--- src/rtl/alu_result_buf.sv ---
// Two-entry elastic FIFO between the ktc32 ALU and writeback, with flush.
// Define ALU_RESULT_BUF_FWD_EN to add the youngest-entry forwarding tap.
module alu_result_buf #(
   parameter int unsigned RADDR_W = 5
) (
   input  logic               clk,
   input  logic               rst,
   input  logic               flush,
   input  logic               in_valid,
   output logic               in_ready,
   input  logic [31:0]        res_in,
   input  logic               zero_in,
   input  logic [RADDR_W-1:0] rd_in,
   input  logic               wen_in,
   output logic               out_valid,
   input  logic               out_ready,
   output logic [31:0]        res_out,
   output logic               zero_out,
   output logic [RADDR_W-1:0] rd_out,
   output logic               wen_out
`ifdef ALU_RESULT_BUF_FWD_EN
   ,
   output logic               fwd_valid,
   output logic [RADDR_W-1:0] fwd_rd,
   output logic [31:0]        fwd_data
`endif
);

   localparam int unsigned DATA_W  = 32;
   localparam int unsigned DEPTH   = 2;

   typedef enum logic [1:0] {
      EMPTY = 2'd0,
      ONE   = 2'd1,
      FULL  = 2'd2
   } state_t;

   state_t               state;
   logic                 head;
   logic [DATA_W-1:0]    res_q  [DEPTH];
   logic                 zero_q [DEPTH];
   logic [RADDR_W-1:0]   rd_q   [DEPTH];
   logic                 wen_q  [DEPTH];

   logic push;
   logic pop;
   logic wr_idx;

   assign push   = in_valid & in_ready & ~flush;
   assign pop    = out_valid & out_ready & ~flush;
   // An empty buffer writes at head; otherwise the free slot is the other one.
   assign wr_idx = (state == EMPTY) ? head : ~head;

   always_ff @(posedge clk or posedge rst) begin
      if (rst) begin
         state     <= EMPTY;
         head      <= 1'b0;
         out_valid <= 1'b0;
         in_ready  <= 1'b1;
         for (int i = 0; i < int'(DEPTH); i++) begin
            res_q[i]  <= '0;
            zero_q[i] <= 1'b0;
            rd_q[i]   <= '0;
            wen_q[i]  <= 1'b0;
         end
      end else begin
         if (push) begin
            res_q[wr_idx]  <= res_in;
            zero_q[wr_idx] <= zero_in;
            rd_q[wr_idx]   <= rd_in;
            wen_q[wr_idx]  <= wen_in;
         end

         if (flush) begin
            state     <= EMPTY;
            out_valid <= 1'b0;
            in_ready  <= 1'b1;
         end else begin
            case (state)
               EMPTY: begin
                  if (push) begin
                     state     <= ONE;
                     out_valid <= 1'b1;
                  end
               end
               ONE: begin
                  if (push && !pop) begin
                     state    <= FULL;
                     in_ready <= 1'b0;
                  end else if (pop && !push) begin
                     state     <= EMPTY;
                     out_valid <= 1'b0;
                     head      <= ~head;
                  end else if (pop && push) begin
                     head <= ~head;
                  end
               end
               FULL: begin
                  if (pop) begin
                     state    <= ONE;
                     in_ready <= 1'b1;
                     head     <= ~head;
                  end
               end
               default: begin
                  state     <= EMPTY;
                  out_valid <= 1'b0;
                  in_ready  <= 1'b1;
               end
            endcase
         end
      end
   end

   assign res_out  = res_q[head];
   assign zero_out = zero_q[head];
   assign rd_out   = rd_q[head];
   assign wen_out  = wen_q[head];

`ifdef ALU_RESULT_BUF_FWD_EN
   logic young_idx;
   logic fwd_hit;

   // Youngest entry is the tail when full, the head when holding one.
   assign young_idx = (state == FULL) ? ~head : head;
   assign fwd_hit   = (state != EMPTY) & wen_q[young_idx] & (rd_q[young_idx] != '0);
   assign fwd_valid = fwd_hit;
   assign fwd_rd    = fwd_hit ? rd_q[young_idx]  : '0;
   assign fwd_data  = fwd_hit ? res_q[young_idx] : '0;
`endif

endmodule

--- config.mk ---
export PLATFORM = sky130hd
export DESIGN_NAME = alu_result_buf
export DESIGN_NICKNAME = d
export VERILOG_FILES = /design/src/rtl/alu_result_buf.sv
export SDC_FILE = /design/constraint.sdc
export NUM_CORES = 1
export LEC_CHECK = 0
export ABC_AREA = 1
export CORE_ASPECT_RATIO = 1.5
export CORE_MARGIN = 2
export CORE_UTILIZATION = 56
export CTS_BUF_LIST = sky130_fd_sc_hd__clkbuf_2 sky130_fd_sc_hd__clkbuf_4 sky130_fd_sc_hd__clkbuf_8
export DETAILED_ROUTE_END_ITERATION = 12
export GPL_TIMING_DRIVEN = 0
export MAX_ROUTING_LAYER = met4
export PLACE_DENSITY = 0.88
export SLEW_MARGIN = 5
export SYNTH_ARGS = -nofsm -noshare
export SYNTH_HDL_FRONTEND = slang
export SYNTH_SLANG_ARGS = --single-unit
--- constraint.sdc ---
create_clock -name clk -period 6.8 [get_ports clk]
set_input_delay 1.36 -clock clk [delete_from_list [all_inputs] [get_ports clk]]
set_output_delay 1.36 -clock clk [all_outputs]
set_load 0.01 [all_outputs]
==> metrics.txt, run 1 <==
quantity of gates resized following cts 0; Clock Power Share 15.1%; # diodes 0; Flop pwr share 37.4%; DIE AREA 7425 sq um; Max Slew Vio Count 0; via density per instance 5.131; Syn Nets 545; vias in the first global route 3351; Starting Density 57.78%; detailed-router iteration count before antenna repair 5; global route total overflow 0; slowest stage delay, CP 0.54 ns; # setup viols final 0; pin count of the biggest net entering global routing 47; Hold Violations, Final 0; PD cells 451.3 nW/um^2; Crit. Startpoint head; status completed; clk_lat worst skew 0.36 ns; Num CTS Buffers 9; I/O pin count 85; Yosys cell types 21; worst path bufs/invs 4; first-pass GRT wire length 15480 um; width of the die 71.03 um; Bufs on Longest Clock Path 2; Period minus WS final 3.657 ns; CTS tree yes; DRT antenna net count 0; WL/cell 13.54 um; register area share after synthesis 55.07%; worst hold start res_q[24]; setup bufs post-CTS 0; HP Class reg2reg; non-filler cells, final 678; CP delay by family, top buffers and inverters; core area 6531 sq um; sum of negative setup slack 0 ns; Post-DP HPWL 6338 um; slowest CP cell clkdlybuf4s50_1; H-tree level count 3; period utilization 53.78%; cell row count 36; CP Class reg2out; most frequent cells in the layout nand2_1, clkdlybuf4s50_1, dfrtp_1; Total Routing Usage GR 27.13%; Layout Skew 0.009277 ns; crit path max fanout 10; Switching Power 0.0008432 W; initial drt markers 272; CP Data Required Time 5.44 ns; Port Buffers 84; area grow syn2layout 30.44%; reg-to-reg startpoint in_ready; Cells after Synth 501; Ys Warns 0; peak supply drop 0.2181 mV; Sink Count 83; routed wire length 9183 um; Post-route DRC 0; Seq cells post-synth 83; fmax 0.2734 GHz; worst slew pin tran 0.5323 ns; # hold bufs at CTS 0; Worst-path clk slew 0.07 ns; clk root buf clkbuf_8; Avg Cell Area, Syn 7.532 sq um; combinational share of power 47.5%; switching share of power 37.96%; Final nets 641; leakage 2.663 nW; GP Congestion 0.8331; critical path cell sequence buf_2, clkbuf_1, buf_2, nand2_1, nand2_1, clkdlybuf4s50_1; most common cell after layout, fill and taps aside nand2_1; Die Y 104.5 um; mapped cell area 3774 sq um; share of cells above drive strength 1 7.309%; unrepaired setup endpoints after global routing false; dpl cells 662; antenna violations before repair 0; CP Data Arrival Time 2.30 ns; element type at the critical path end primary output; max_slew headroom 64.52%; Hold Slack 0.4818 ns; type of origin of the critical path register; internal power 0.001378 W; via count 3479; MaxCap Viol Count 0
power groups by stage:
| stage | sequential (W) | combinational [W] | clock (W) |
|---|---|---|---|
| floorplan | 0.000810 | 0.000596 | 0 |
| global placement | 0.000824 | 0.00103 | 0 |
| detailed placement | 0.000835 | 0.00106 | 0 |
| CTS | 0.000827 | 0.00107 | 0.000333 |
| global route | 0.000852 | 0.00117 | 0.000359 |
| finish | 0.000831 | 0.00106 | 0.000335 |
worst paths after layout:
| kind | end | slack [ns] | depth (start not counted) |
|---|---|---|---|
| max in group asynchronous | res_q[40] | 4.83 | 3 |
| min in group asynchronous | res_q[56] | 1.39 | 2 |
| max | res_out[8] | 3.14 | 6 |
| min reg2reg | res_q[24] | 0.48 | 2 |
| min | res_q[24] | 0.48 | 2 |
| max reg2reg | rd_q[0] | 4.98 | 8 |
synth_stat cells, drive strengths merged:
cell type / instances / area, sq um
dfrtp: 82 / 2052
nor2: 6 / 35.03
o21ai: 5 / 25.02
clkbuf: 6 / 22.52
nand2: 364 / 1366
xor2: 3 / 41.29
nand4: 1 / 6.260
inv: 8 / 30.03
buf: 19 / 133.9
nor3: 1 / 5.000
nand3: 2 / 10.01
a21oi: 1 / 5.000
nand3b: 1 / 7.510
o211ai: 1 / 7.510
dfstp: 1 / 26.28
cells by family after synthesis:
kind of cell	synth area share [%]
compound gates	0.9945
xor+xnor	1.094
simple gates	37.90
buf+inv	4.940
flops	55.07
stage by stage:
step / total power, W / util (%) / area, sq um / setup WS (ns)
6_report: 0.002221 / 75.36 / 4922 / 3.143
4_1_cts: 0.002227 / 75.36 / 4922 / 3.134
2_1_floorplan: 0.001406 / - / 3774 / 3.305
3_5_place_dp: 0.001890 / 72.57 / 4740 / 3.510
5_1_grt: 0.002380 / 75.36 / 4922 / 2.989
3_3_place_gp: 0.001853 / 72.11 / 4710 / 2.075
sequential cells by signal (all words and copies together), names as in the netlist:
name	count
in_ready	1
state	2
wen_q	2
head	1
zero_q	2
res_q	64
out_valid	1
rd_q	10
per-layer routing:
layer | track usage [%] | vias to the layer above | part of all wire (%)
li1 | - | 1691 | -
met3 | 2.797 | 23 | 3.7
met2 | 43.46 | 105 | 52
met5 | - | - | 0
met1 | 34.27 | 1660 | 41
met4 | 13.48 | 0 | 3.1
layout make-up:
| cell class | instances | area, sq um |
|---|---|---|
| inverters | 8 | 32.53 |
| multi-input cells | 385 | 1509 |
| flip-flops and latches | 83 | 2078 |
| repair buffers | 85 | 868.3 |
| clock buffers | 16 | 182.7 |
| well taps | 76 | 95.09 |
| plain buffers | 25 | 156.4 |
| fillers | 507 | 1609 |
tightest hold or removal path, stage by stage, from the launching register on:
cell and delay [ns]:
dfrtp_1 0.35, nand2_1 0.05, nand2_1 0.05
No activity file was read; power rests on OpenSTA's default activity.
==> run 2: changes to the inputs <==
- CORE_UTILIZATION: 56 -> 52
- PLACE_DENSITY: 0.88 -> 0.82
- clock period: 6.8 -> 3.4 ns (I/O delays scaled with it)
==> run 2 against run 1 <==
Net effect: largest cell class unchanged; hold slack lost 0.00084 ns; first-iteration DRC count up 0.37%; clock skew shrank 0.0045 ns; core utilization is 6.4 points lower; sequential power increased by 100%; critical endpoint unchanged; wire length down 0.53%; global-route usage shrank 1.6 points; critical path depth did not move.
==> metrics.txt, run 2 (same netlist as run 1, synthesis figures left out) <==
type of origin of the critical path register; vias in the first global route 3278 (-2.2%); Top reg by flops res_q; width of the die 73.56 um (+3.6%); CP Data Required Time 2.72 ns (-2.72 ns); detailed-router iteration count before antenna repair 4 (-1); Port Buffers 84 (unchanged); Sink Count 83 (unchanged); antenna violations before repair 0 (unchanged); routed wire length 9134 um (-0.53%); setup bufs post-CTS 0 (unchanged); clk root buf clkbuf_8; final worst slack 0.4015 ns (-2.741 ns); via count 3434 (-1.3%); core area 7132 sq um (+9.2%); Worst Hold Depth 2 (unchanged); internal power 0.002747 W (+99%); Tot Pwr 0.004433 W (+100%); CP Data Arrival Time 2.32 ns (+0.02 ns); most frequent cells in the layout nand2_1, clkdlybuf4s50_1, dfrtp_1; pin count of the biggest net entering global routing 43 (-8.5%); period utilization 88.19%; cell row count 38 (+5.6%); Switching Power 0.001686 W (+100%); dpl cell area 4737 sq um (about the same); GP Congestion 0.8007 (-3.9%); Flop pwr share 37.4% (about the same); Die Y 108.3 um (+3.6%); cells on worst reg2reg path 8 (unchanged); status completed; most common cell after layout, fill and taps aside nand2_1; Post-route DRC 0 (unchanged); clk_lat worst skew 0.36 ns (about the same); initial drt markers 273 (+0.37%); fmax 0.3335 GHz; Final nets 641 (unchanged); Final Util 69.00% (-6.4 points); Num CTS Buffers 9 (unchanged); Post-DP HPWL 6377 um (+0.62%); max_slew headroom 64.06% (-0.46 points); HP Class reg2reg; combinational share of power 47.6% (about the same); Max Slew Vio Count 0 (unchanged); element type at the critical path end primary output; Sequential cell area 2078 sq um (unchanged); switching share of power 38.04% (+0.077 points); quantity of gates resized following cts 0 (unchanged); fillers 584 (+15%); Bufs on Longest Clock Path 2 (unchanged); Regs by FF count res_q: 64 flops, rd_q: 10 flops; CTS tree yes; Layout Skew 0.004800 ns (-0.004477 ns); Total Routing Usage GR 25.54% (-1.6 points); peak supply drop 0.5355 mV (+150%); Final Cell Area 4921 sq um (about the same); Hold Violations, Final 0 (unchanged); max reg flops 64 (unchanged); leakage 2.661 nW (about the same); MaxCap Viol Count 0 (unchanged); global route total overflow 0 (unchanged); # hold bufs at CTS 0 (unchanged); H-tree level count 3 (unchanged); WL/cell 13.39 um (-1.1%); Clock Power Share 15.0% (about the same); via density per instance 5.035 (-1.9%); first-pass GRT wire length 15060 um (-2.7%); I/O pin count 85 (unchanged); Period minus WS final 2.999 ns; Worst-path clk slew 0.08 ns (about the same); dpl ws 0.7917 ns (-2.718 ns); area of the multi-input gates 1509 sq um (unchanged); area grow syn2layout 30.40% (about the same); Starting Density 52.91% (-4.9 points); DRT antenna net count 0 (unchanged); worst slew pin tran 0.5392 ns (+0.006893 ns); PD cells 900.9 nW/um^2 (+100%); unrepaired setup endpoints after global routing false; DIE AREA 7969 sq um (+7.3%); CP Class reg2out; # diodes 0 (unchanged); crit path max fanout 10 (unchanged); # setup viols final 0 (unchanged); share of cells above drive strength 1 7.309% (unchanged)
[run 2: final timing paths]
kind / slack [ns] / from / to
hold reg to reg: 0.48 / in_ready / in_ready
min in group asynchronous: 0.73 / rst / res_q[28]
hold / removal: 0.48 / in_ready / in_ready
setup reg to reg: 1.65 / in_ready / rd_q[0]
setup / recovery: 0.40 / head / res_out[8]
max in group asynchronous: 2.03 / rst / in_ready
[run 2: through the flow]
step                      hold WS, ns  setup TNS [ns]  std cells
after global routing           0.4975               0        682
after floorplan                0.4487               0        501
after detailed placement       0.4644               0        666
after global placement         0.4601          -54.14        665
after CTS                      0.4818               0        682
final                          0.4810               0        682
[run 2: final cells by class]
type	instances	share of cell area (%)
flip-flops and latches	83	42.23
plain buffers	25	3.178
clock inverters	2	0.2034
well taps	80	2.034
inverters	8	0.6611
repair buffers	85	17.49
multi-input cells	385	30.66
clock buffers	14	3.534
[run 2: layer usage]
layer  GRT usage (%)  up-vias  share of wire, %
met5               -        -                 0
met2           40.31      116                52
met4           10.26        0               3.0
li1                -     1694                 -
met1           31.89     1601                39
met3           5.405       23               5.3
[run 2: power by group through the flow]
stage,sequential [W],clock [W],combinational (W)
after floorplan,0.00162,0,0.00119
after global placement,0.00165,0,0.00206
after detailed placement,0.00167,0,0.00212
after CTS,0.00165,0.000670,0.00213
after global routing,0.00170,0.000714,0.00235
final,0.00166,0.000666,0.00211
[run 2: critical path, cell delays in order (launching register included)]
cell and delay (ns):
dfrtp_1 0.32, buf_2 0.16, clkbuf_1 0.43, buf_2 0.34, nand2_1 0.07, nand2_1 0.10
clkdlybuf4s50_1 0.54
